===== src/rtl/cnu_if.sv =====
// Q/R message interface between a check node unit and its VNU side.
//   in_valid/in_ready/in_q               : variable-to-check message stream (q)
//   out_valid/out_ready/out_r/out_last   : check-to-variable message stream (r)
//   parity_ok                            : check-node parity, meaningful while out_valid
// modport master : the VNU side (drives q, consumes r)
// modport slave  : the check node unit
interface cnu_if #(
  parameter int Q_W = 11,
  parameter int R_W = 8
);
  logic                  in_valid;
  logic                  in_ready;
  logic signed [Q_W-1:0] in_q;
  logic                  out_valid;
  logic                  out_ready;
  logic signed [R_W-1:0] out_r;
  logic                  out_last;
  logic                  parity_ok;

  modport master (
    output in_valid, in_q, out_ready,
    input  in_ready, out_valid, out_r, out_last, parity_ok
  );

  modport slave (
    input  in_valid, in_q, out_ready,
    output in_ready, out_valid, out_r, out_last, parity_ok
  );
endinterface


===== src/rtl/cnu_serial.sv =====
// Serial min-sum check node unit.
// Collects DC q messages (one per accepted cycle), tracks the two smallest
// saturated magnitudes, the index of the first minimum and the sign vector,
// then emits DC r messages in edge order with the extrinsic min and sign.
// Ports:
//   clk    : clock, rising edge
//   rst_n  : asynchronous active-low reset
//   bus    : cnu_if.slave (q input stream, r output stream, parity_ok)
// Optional feature: define OFFSET_MS_EN for offset min-sum (magnitudes
// reduced by OFFSET, floored at 0, at emit time).
module cnu_serial #(
  parameter int DC     = 6,
  parameter int Q_W    = 11,
  parameter int R_W    = 8,
  parameter int OFFSET = 1
) (
  input  logic   clk,
  input  logic   rst_n,
  cnu_if.slave   bus
);
  localparam int MAG_W = R_W - 1;
  localparam int CNT_W = (DC > 1) ? $clog2(DC) : 1;
  localparam logic [MAG_W-1:0] MAX_MAG = '1;
  localparam logic [MAG_W-1:0] OFF_V   = MAG_W'(OFFSET);
  localparam logic [CNT_W-1:0] LAST    = CNT_W'(DC - 1);
`ifdef OFFSET_MS_EN
  localparam bit OFF_EN = 1'b1;
`else
  localparam bit OFF_EN = 1'b0;
`endif

  localparam logic [0:0] COLLECT = 1'b0;
  localparam logic [0:0] EMIT    = 1'b1;

  // |q| saturated to the r magnitude range; -2^(Q_W-1) negates to 2^(Q_W-1)
  // as an unsigned value, so it saturates like any other large magnitude.
  function automatic logic [MAG_W-1:0] sat_mag(input logic signed [Q_W-1:0] q);
    logic [Q_W-1:0] a;
    a = q[Q_W-1] ? $unsigned(-q) : $unsigned(q);
    if (a > {{(Q_W-MAG_W){1'b0}}, MAX_MAG})
      return MAX_MAG;
    else
      return a[MAG_W-1:0];
  endfunction

  function automatic logic [MAG_W-1:0] offset_mag(input logic [MAG_W-1:0] m);
    return (m > OFF_V) ? (m - OFF_V) : '0;
  endfunction

  function automatic logic signed [R_W-1:0] apply_sign(input logic neg,
                                                      input logic [MAG_W-1:0] m);
    logic signed [R_W-1:0] v;
    v = $signed({1'b0, m});
    return neg ? -v : v;
  endfunction

  logic [0:0]       state;
  logic [CNT_W-1:0] cnt_p0;
  logic [MAG_W-1:0] min1_p0, min2_p0;
  logic [CNT_W-1:0] idx_p0;
  logic [DC-1:0]    sgn_p0;
  logic             sprod_p0;
  logic [CNT_W-1:0] e_p1;

  // Stage 0: collect q, running min1/min2/idx and signs
  logic [MAG_W-1:0] mag_in;
  logic [MAG_W-1:0] min1_cur, min2_cur;
  logic             sprod_cur;
  logic             sgn_in;

  // A new check starts whenever cnt is 0, so the running values restart
  // from max magnitude / even parity without needing a separate clear cycle.
  assign mag_in    = sat_mag(bus.in_q);
  assign sgn_in    = bus.in_q[Q_W-1];
  assign min1_cur  = (cnt_p0 == '0) ? MAX_MAG : min1_p0;
  assign min2_cur  = (cnt_p0 == '0) ? MAX_MAG : min2_p0;
  assign sprod_cur = (cnt_p0 == '0) ? 1'b0    : sprod_p0;

  assign bus.in_ready = (state == COLLECT);

  always_ff @(posedge clk or negedge rst_n) begin
    if (!rst_n) begin
      state    <= COLLECT;
      cnt_p0   <= '0;
      min1_p0  <= '0;
      min2_p0  <= '0;
      idx_p0   <= '0;
      sgn_p0   <= '0;
      sprod_p0 <= 1'b0;
      e_p1     <= '0;
    end else begin
      case (state)
        COLLECT: begin
          if (bus.in_valid) begin
            sgn_p0[cnt_p0] <= sgn_in;
            sprod_p0       <= sprod_cur ^ sgn_in;
            // Strict compare: equal magnitudes never displace idx.
            if (mag_in < min1_cur) begin
              min2_p0 <= min1_cur;
              min1_p0 <= mag_in;
              idx_p0  <= cnt_p0;
            end else begin
              min1_p0 <= min1_cur;
              min2_p0 <= (mag_in < min2_cur) ? mag_in : min2_cur;
            end
            if (cnt_p0 == LAST) begin
              cnt_p0 <= '0;
              e_p1   <= '0;
              state  <= EMIT;
            end else begin
              cnt_p0 <= cnt_p0 + 1'b1;
            end
          end
        end
        default: begin
          if (bus.out_ready) begin
            if (e_p1 == LAST) begin
              e_p1  <= '0;
              state <= COLLECT;
            end else begin
              e_p1 <= e_p1 + 1'b1;
            end
          end
        end
      endcase
    end
  end

  // Stage 1: per-edge extrinsic message from the stored check summary
  logic             vld_p1;
  logic [MAG_W-1:0] m_sel_p1, m_out_p1;
  logic             neg_p1;

  assign vld_p1   = (state == EMIT);
  assign m_sel_p1 = (e_p1 == idx_p0) ? min2_p0 : min1_p0;
  assign m_out_p1 = OFF_EN ? offset_mag(m_sel_p1) : m_sel_p1;
  assign neg_p1   = sprod_p0 ^ sgn_p0[e_p1];

  assign bus.out_valid = vld_p1;
  assign bus.out_r     = vld_p1 ? apply_sign(neg_p1, m_out_p1) : '0;
  assign bus.out_last  = vld_p1 && (e_p1 == LAST);
  assign bus.parity_ok = vld_p1 && !sprod_p0;
endmodule


===== src/flat_wrapper.sv =====
// flat-port wrapper written by rule: the top's interface ports become plain ports
module cnu_serial_flat 
#(
  parameter int DC     = 6,
  parameter int Q_W    = 11,
  parameter int R_W    = 8,
  parameter int OFFSET = 1
)
  (clk, rst_n, bus_in_valid, bus_in_q, bus_out_ready, bus_in_ready, bus_out_valid, bus_out_r, bus_out_last, bus_parity_ok);
  cnu_if #(.Q_W(Q_W), .R_W(R_W)) bus_i ();
  input  logic clk;
  input  logic rst_n;
  input wire logic [$bits(bus_i.in_valid)-1:0] bus_in_valid;
  input wire logic [$bits(bus_i.in_q)-1:0] bus_in_q;
  input wire logic [$bits(bus_i.out_ready)-1:0] bus_out_ready;
  output wire logic [$bits(bus_i.in_ready)-1:0] bus_in_ready;
  output wire logic [$bits(bus_i.out_valid)-1:0] bus_out_valid;
  output wire logic [$bits(bus_i.out_r)-1:0] bus_out_r;
  output wire logic [$bits(bus_i.out_last)-1:0] bus_out_last;
  output wire logic [$bits(bus_i.parity_ok)-1:0] bus_parity_ok;
  assign bus_i.in_valid = bus_in_valid;
  assign bus_i.in_q = bus_in_q;
  assign bus_i.out_ready = bus_out_ready;
  assign bus_in_ready = bus_i.in_ready;
  assign bus_out_valid = bus_i.out_valid;
  assign bus_out_r = bus_i.out_r;
  assign bus_out_last = bus_i.out_last;
  assign bus_parity_ok = bus_i.parity_ok;
  cnu_serial #(.DC(DC), .Q_W(Q_W), .R_W(R_W), .OFFSET(OFFSET)) u_core (.clk(clk), .rst_n(rst_n), .bus(bus_i));
endmodule

===== config.mk =====
export PLATFORM = sky130hd
export DESIGN_NAME = cnu_serial_flat
export DESIGN_NICKNAME = d
export VERILOG_FILES = /design/src/rtl/cnu_if.sv /design/src/rtl/cnu_serial.sv /design/src/flat_wrapper.sv
export SDC_FILE = /design/constraint.sdc
export NUM_CORES = 1
export LEC_CHECK = 0
export BUFFER_PORTS_ARGS = -buffer_cell sky130_fd_sc_hd__buf_2
export CORE_ASPECT_RATIO = 0.6
export CORE_UTILIZATION = 25
export DETAILED_ROUTE_END_ITERATION = 7
export HOLD_SLACK_MARGIN = 0.03
export PLACE_DENSITY_LB_ADDON = 0.15
export SYNTH_ARGS = -nofsm -noshare
export SYNTH_HDL_FRONTEND = slang
export SYNTH_SLANG_ARGS = --single-unit

===== constraint.sdc =====
create_clock -name clk -period 6.8 [get_ports clk]
set_input_delay 0.34 -clock clk [delete_from_list [all_inputs] [get_ports clk]]
set_output_delay 0.34 -clock clk [all_outputs]
set_load 0.01 [all_outputs]

* Word level (Yosys, flattened, before mapping)
Index checks and enable logic that the tools add are counted.
** Storage, ports and cells
- Bits in registers :: 31
- Input port bits :: 15
- Logic and storage cells :: 62
** Cells by class
- Mux-type cells :: 27
- Bitwise operators :: 3
- $add $sub $neg :: 4
- Order comparisons :: 6
- Equality and inequality tests :: 4
- Reductions and logical operators :: 10
** Operators by type and width (count)
- $mux W7 :: 7
- $mux W3 :: 6
- $mux W8 :: 2
- $lt A7 B7 Y1 :: 2
- $gt A11 B7 Y1 const B :: 1
- $mux W11 :: 1
- $neg A11 Y11 :: 1
- $lt A3 B4 Y1 const B :: 2
- $mux W1 :: 8
- $neg A7 Y8 :: 1
- $add A3 B1 Y3 const B :: 2
- $bwmux W6 :: 1
- $eq A3 B3 Y1 const B :: 2
- $reduce_and A3 Y1 :: 2
- $reduce_bool A2 Y1 :: 2
- $bmux W1 S3 :: 1
- $demux W1 S3 :: 1
- $eq A3 B3 Y1 :: 1
- $ge A3 B1 Y1 const B :: 1
- $logic_and A1 B1 Y1 :: 3
- $logic_not A3 Y1 :: 1
- $ne A2 B2 Y1 const B :: 1
- $reduce_and A2 Y1 :: 1
- $xor A1 B1 Y1 :: 2
- 2 further kinds :: 2

* Depth between registers and ports, before layout
- Word-level depth :: 7
- Mapped depth :: 17
- Depth with buffers taken out :: 14

* Worst setup path after synthesis
No wires, ideal clock.
- Kind :: in2reg
- From :: in bus_in_q[0]
- To :: reg u_core.min1_p0[0]
- Setup time :: 0.126 ns
- Buffers on the path :: 3
- Path slack :: 2.791 ns
- Cell stages on the path :: 15
- Arrival time :: 3.883 ns
- Cells stage by stage :: clkbuf_1 > inv_1 > ha_1 > or3b_2 > nor4_1 > o311ai_2 > buf_6 > a211o_1 > ha_1 > a31o_2 > maj3_1 > a211oi_2 > o21ai_1 > clkbuf_1 > o32a_1
** On the way
- Longest elaborated chain between the ends :: 6
** RTL lines
- start: declaration :: line flat_wrapper.sv:14 : input wire logic [$bits(bus_i.in_q)-1:0] bus_in_q;
- $neg A11 Y11 :: line cnu_serial.sv:39 : a = q[Q_W-1] ? $unsigned(-q) : $unsigned(q);
- $mux W11 * :: line cnu_serial.sv:39
- $gt A11 B7 Y1 :: line cnu_serial.sv:40 : if (a > {{(Q_W-MAG_W){1'b0}}, MAX_MAG})
- $mux W7 * :: line cnu_serial.sv:40
- $lt A7 B7 Y1 :: line cnu_serial.sv:98 : if (mag_in < min1_cur) begin
- $mux W7 * :: line cnu_serial.sv:98
- end signal: assignment :: line cnu_serial.sv:100 : min1_p0 <= mag_in;
- end signal: assignment :: line cnu_serial.sv:103 : min1_p0 <= min1_cur;
- end: declaration :: line cnu_serial.sv:59 : logic [MAG_W-1:0] min1_p0, min2_p0;
Mark *: on every way between the ends. The rest lies on a longest branch, timed or not.
A chain may end at the register's enable or synchronous reset.

* Final worst setup path
- From :: in bus_in_q[0]
- To :: reg u_core.min2_p0[4]
** On the way
- Longest elaborated chain between the ends :: 7
- Elaborated cells between the ends (all ways) :: 8
- Classes of those cells :: 1 x add/sub; 3 x order compare; 4 x mux
** RTL lines
- $neg A11 Y11 :: line cnu_serial.sv:39
- $mux W11 * :: line cnu_serial.sv:39
- $gt A11 B7 Y1 :: line cnu_serial.sv:40
- $mux W7 * :: line cnu_serial.sv:40
- $lt A7 B7 Y1 :: line cnu_serial.sv:104 : min2_p0 <= (mag_in < min2_cur) ? mag_in : min2_cur;
- $mux W7 :: line cnu_serial.sv:104
- $mux W7 * :: line cnu_serial.sv:98
- end signal: assignment :: line cnu_serial.sv:99 : min2_p0 <= min1_cur;
- end signal: assignment :: line cnu_serial.sv:104
- end: declaration :: line cnu_serial.sv:59
Marked as above.

==> impl_metrics.json <==
{
  "place_inst": 406,
  "cts_tree": "built",
  "htreeDepth": 2,
  "std_cell_rows": 27,
  "leakagePower_nw": 1.14,
  "post-route-min-period_ns": 4.46,
  "cts_resized": 0,
  "timing.hold.ws_ns": 0.110,
  "reg2reg_slack_ns": 3.56,
  "rsz0062_at_grt": "false",
  "via_per_inst": 4.80,
  "gp_congestion": 0.816,
  "dp_hpwl_mm": 4.92,
  "syn-num-nets": 290,
  "ys_ff_latch": 31,
  "ios": 27,
  "post-route-period-util_pct": 65.6,
  "critical_path.max_fanout": 16,
  "vias": 1988,
  "tightest_slew_ns": 1.13,
  "worstSetupEndpointType": "flop",
  "cts.path.max_buffers": 2,
  "ir_drop_mv": 0.137,
  "startpoint": "bus_in_q[0]",
  "yosysUniqueCellTypes": 54,
  "endpoint": "u_core.min2_p0[4]$_DFFE_PN0P_",
  "power_density_nw_per_um2": 561,
  "wirelength_mm": 6.31,
  "synth_seq_area_share_pct": 32.7,
  "die_w_um": 128,
  "crit_type": "in2reg",
  "postSynthCellCount": 263,
  "syn-cell-area_um2": 2370,
  "ys_async_sr_fraction_pct": 100,
  "dieArea_um2": 9890,
  "final_cell_count_no_fill": 414,
  "nets": 310,
  "fillCellCount": 995,
  "antenna_left": 0,
  "fin_tns_setup_ns": 0,
  "final-setup-viol-count": 0,
  "numCtsBuffers": 5,
  "antenna_found_initial": 0,
  "drive_gt1_share_pct": 21.8,
  "core_um2": 9190,
  "r2r_start": "u_core.cnt_p0[2]$_DFFE_PN0P_",
  "grt_overflow": 0,
  "synth_edf_count": 0,
  "worstReg2RegEnd": "u_core.min2_p0[4]$_DFFE_PN0P_",
  "hold_class": "in2async",
  "holdBufCountCts": 0,
  "cts_root_buf": "clkbuf_16",
  "synthFlopType": "dfrtp_1",
  "die_h_um": 77.4,
  "drt_first_pass_iters": 4,
  "slew_headroom_pct": 24.0,
  "clock_sinks": 31,
  "grt_pass1_vias": 1947,
  "first_iter_violations": 97,
  "clk_pin_slew_ns": 0.06,
  "worstPathRequired_ns": 6.99,
  "max_freq_ghz": 0.224,
  "cts_setup_buffers": 0,
  "floorplan.initialDensity_pct": 25.8,
  "grt_max_degree": 32,
  "wl_per_cell_um": 15.2,
  "antennaDiodeCount": 0,
  "finClkSkew_ns": 0.00723,
  "grt.total_usage_pct": 14.0,
  "hold_viol": 0,
  "clk_latency_ns": 0.28,
  "io_buffer_count": 26,
  "cp.arrival_ns": 4.65,
  "slew_viol_final": 0,
  "status": "complete, no violations",
  "reg2reg_depth": 11,
  "synth_area_per_cell_um2": 9.02,
  "areaGrowthSynthToFinish_pct": 16.9,
  "grt_pass1_wl_mm": 10.6,
  "ys_warn_count": 0,
  "crit_path_start_kind": "input pin",
  "drc": 0,
  "cap_viol_max_count": 0
}
-- state kept, by name (all words and copies together), names as in the netlist --
name	count
u_core.e_p1	3
u_core.min2_p0	7
u_core.cnt_p0	3
u_core.sgn_p0	6
u_core.bus.out_valid	1
u_core.idx_p0	3
u_core.sprod_p0	1
u_core.min1_p0	7
-- critical path, stage by stage --
cell and delay [ns]:
buf_2 0.16, inv_1 0.07, ha_1 0.14, or3b_2 0.50, o2111a_1 0.28, o311ai_2 0.68, nand2b_1 0.34, ha_1 0.29
a21o_1 0.18, a211oi_1 0.24, inv_1 0.12, o22ai_1 0.34, o21ai_1 0.43, or2_2 0.45, o2111ai_1 0.09
-- placed cells by master (no fill, tap or decap), types with 8 or more instances in the layout --
cell type  instances
o21ai_0           13
or2_2              8
dfrtp_1           31
nand2_1           15
inv_1             13
ha_1              12
buf_2             26
nand3_1            8
nor2_1            25
mux2i_1           10
xor2_1             8
mux2_2             8
-- layout make-up --
cell class	instances	area, um^2	share of cell area (%)
inverter	13	48.8	1.76
timing repair buffer	28	145	5.23
multi-input combinational	204	1480	53.4
clock inverter	1	7.51	0.271
clock buffer	7	153	5.51
sequential	31	776	28.0
tap	130	163	5.87
-- synth_stat cells (2+ instances only) --
cell	instances	area [um^2]
a21o_1	3	22.5
a21oi_1	7	35.0
a31oi_1	3	18.8
buf_6	2	22.5
clkbuf_1	13	48.8
dfrtp_1	31	776
ha_1	12	150
inv_1	13	48.8
mux2_2	8	90.1
mux2i_1	10	100
nand2_1	15	56.3
nand2b_1	7	43.8
nand3_1	8	40.0
nor2_1	25	93.8
nor2b_1	3	18.8
nor3_1	8	40.0
nor3b_1	3	22.5
nor4_1	2	12.5
nor4b_1	4	35.0
o2111ai_1	5	43.8
o211ai_1	2	15.0
o21a_1	2	15.0
o21ai_0	13	65.1
o22a_1	5	43.8
o22ai_1	2	12.5
o31ai_1	4	30.0
o32a_1	2	20.0
or2_2	8	50.1
or3_1	3	18.8
or4_1	2	15.0
or4_4	2	22.5
xnor2_1	7	61.3
xor2_1	8	70.1
-- per-stage QoR --
step                total power [W]  util (%)  cell area, um^2  worst slack, ns
CTS                         0.00157      30.2             2770             2.35
floorplan                   0.00106         -             2370             2.79
detailed placement          0.00132      28.4             2610             2.07
finish                      0.00156      30.2             2770             2.34
global placement            0.00133      28.4             2610             2.03
global route                0.00171      30.2             2770             2.00
-- power by group --
| group | internal, W | switching (W) | total, W |
|---|---|---|---|
| registers | 0.000277 | 0.000119 | 0.000396 |
| logic | 0.000409 | 0.000512 | 0.000921 |
| clock network | 0.000156 | 0.0000830 | 0.000239 |
-- metal layers --
metal	vias up	wire length, um	track usage, %
li1	1008	-	-
met1	938	3470	21.9
met2	37	2470	19.1
met3	5	329	3.52
met4	0	27	2.47
met5	-	0	0
-- cell families (layout without fill, tap and decap cells) --
family	after synthesis	count (layout)	synth area share [%]
XOR/XNOR	15	15	5.54
AO/OA/AOI/OAI	62	62	19.4
adder cells (fa/ha/maj)	13	13	6.75
flip-flops	31	31	32.7
multiplexers	19	19	8.97
buffers and inverters	28	49	5.07
AND/OR/NAND/NOR	95	95	21.5
-- worst min-delay path by stage --
stage	cells after the start	start	to	slack, ns
after floorplan	0	rst_n	u_core.bus.out_valid$_DFF_PN0_	0.04
after global placement	1	rst_n	u_core.min1_p0[5]$_DFFE_PN0P_	0.45
after detailed placement	1	rst_n	u_core.min2_p0[6]$_DFFE_PN0P_	0.46
after CTS	1	rst_n	u_core.min2_p0[6]$_DFFE_PN0P_	0.16
after global routing	1	rst_n	u_core.min2_p0[5]$_DFFE_PN0P_	0.17
final	1	rst_n	u_core.min2_p0[5]$_DFFE_PN0P_	0.11
(Power assumes the default switching activity.)
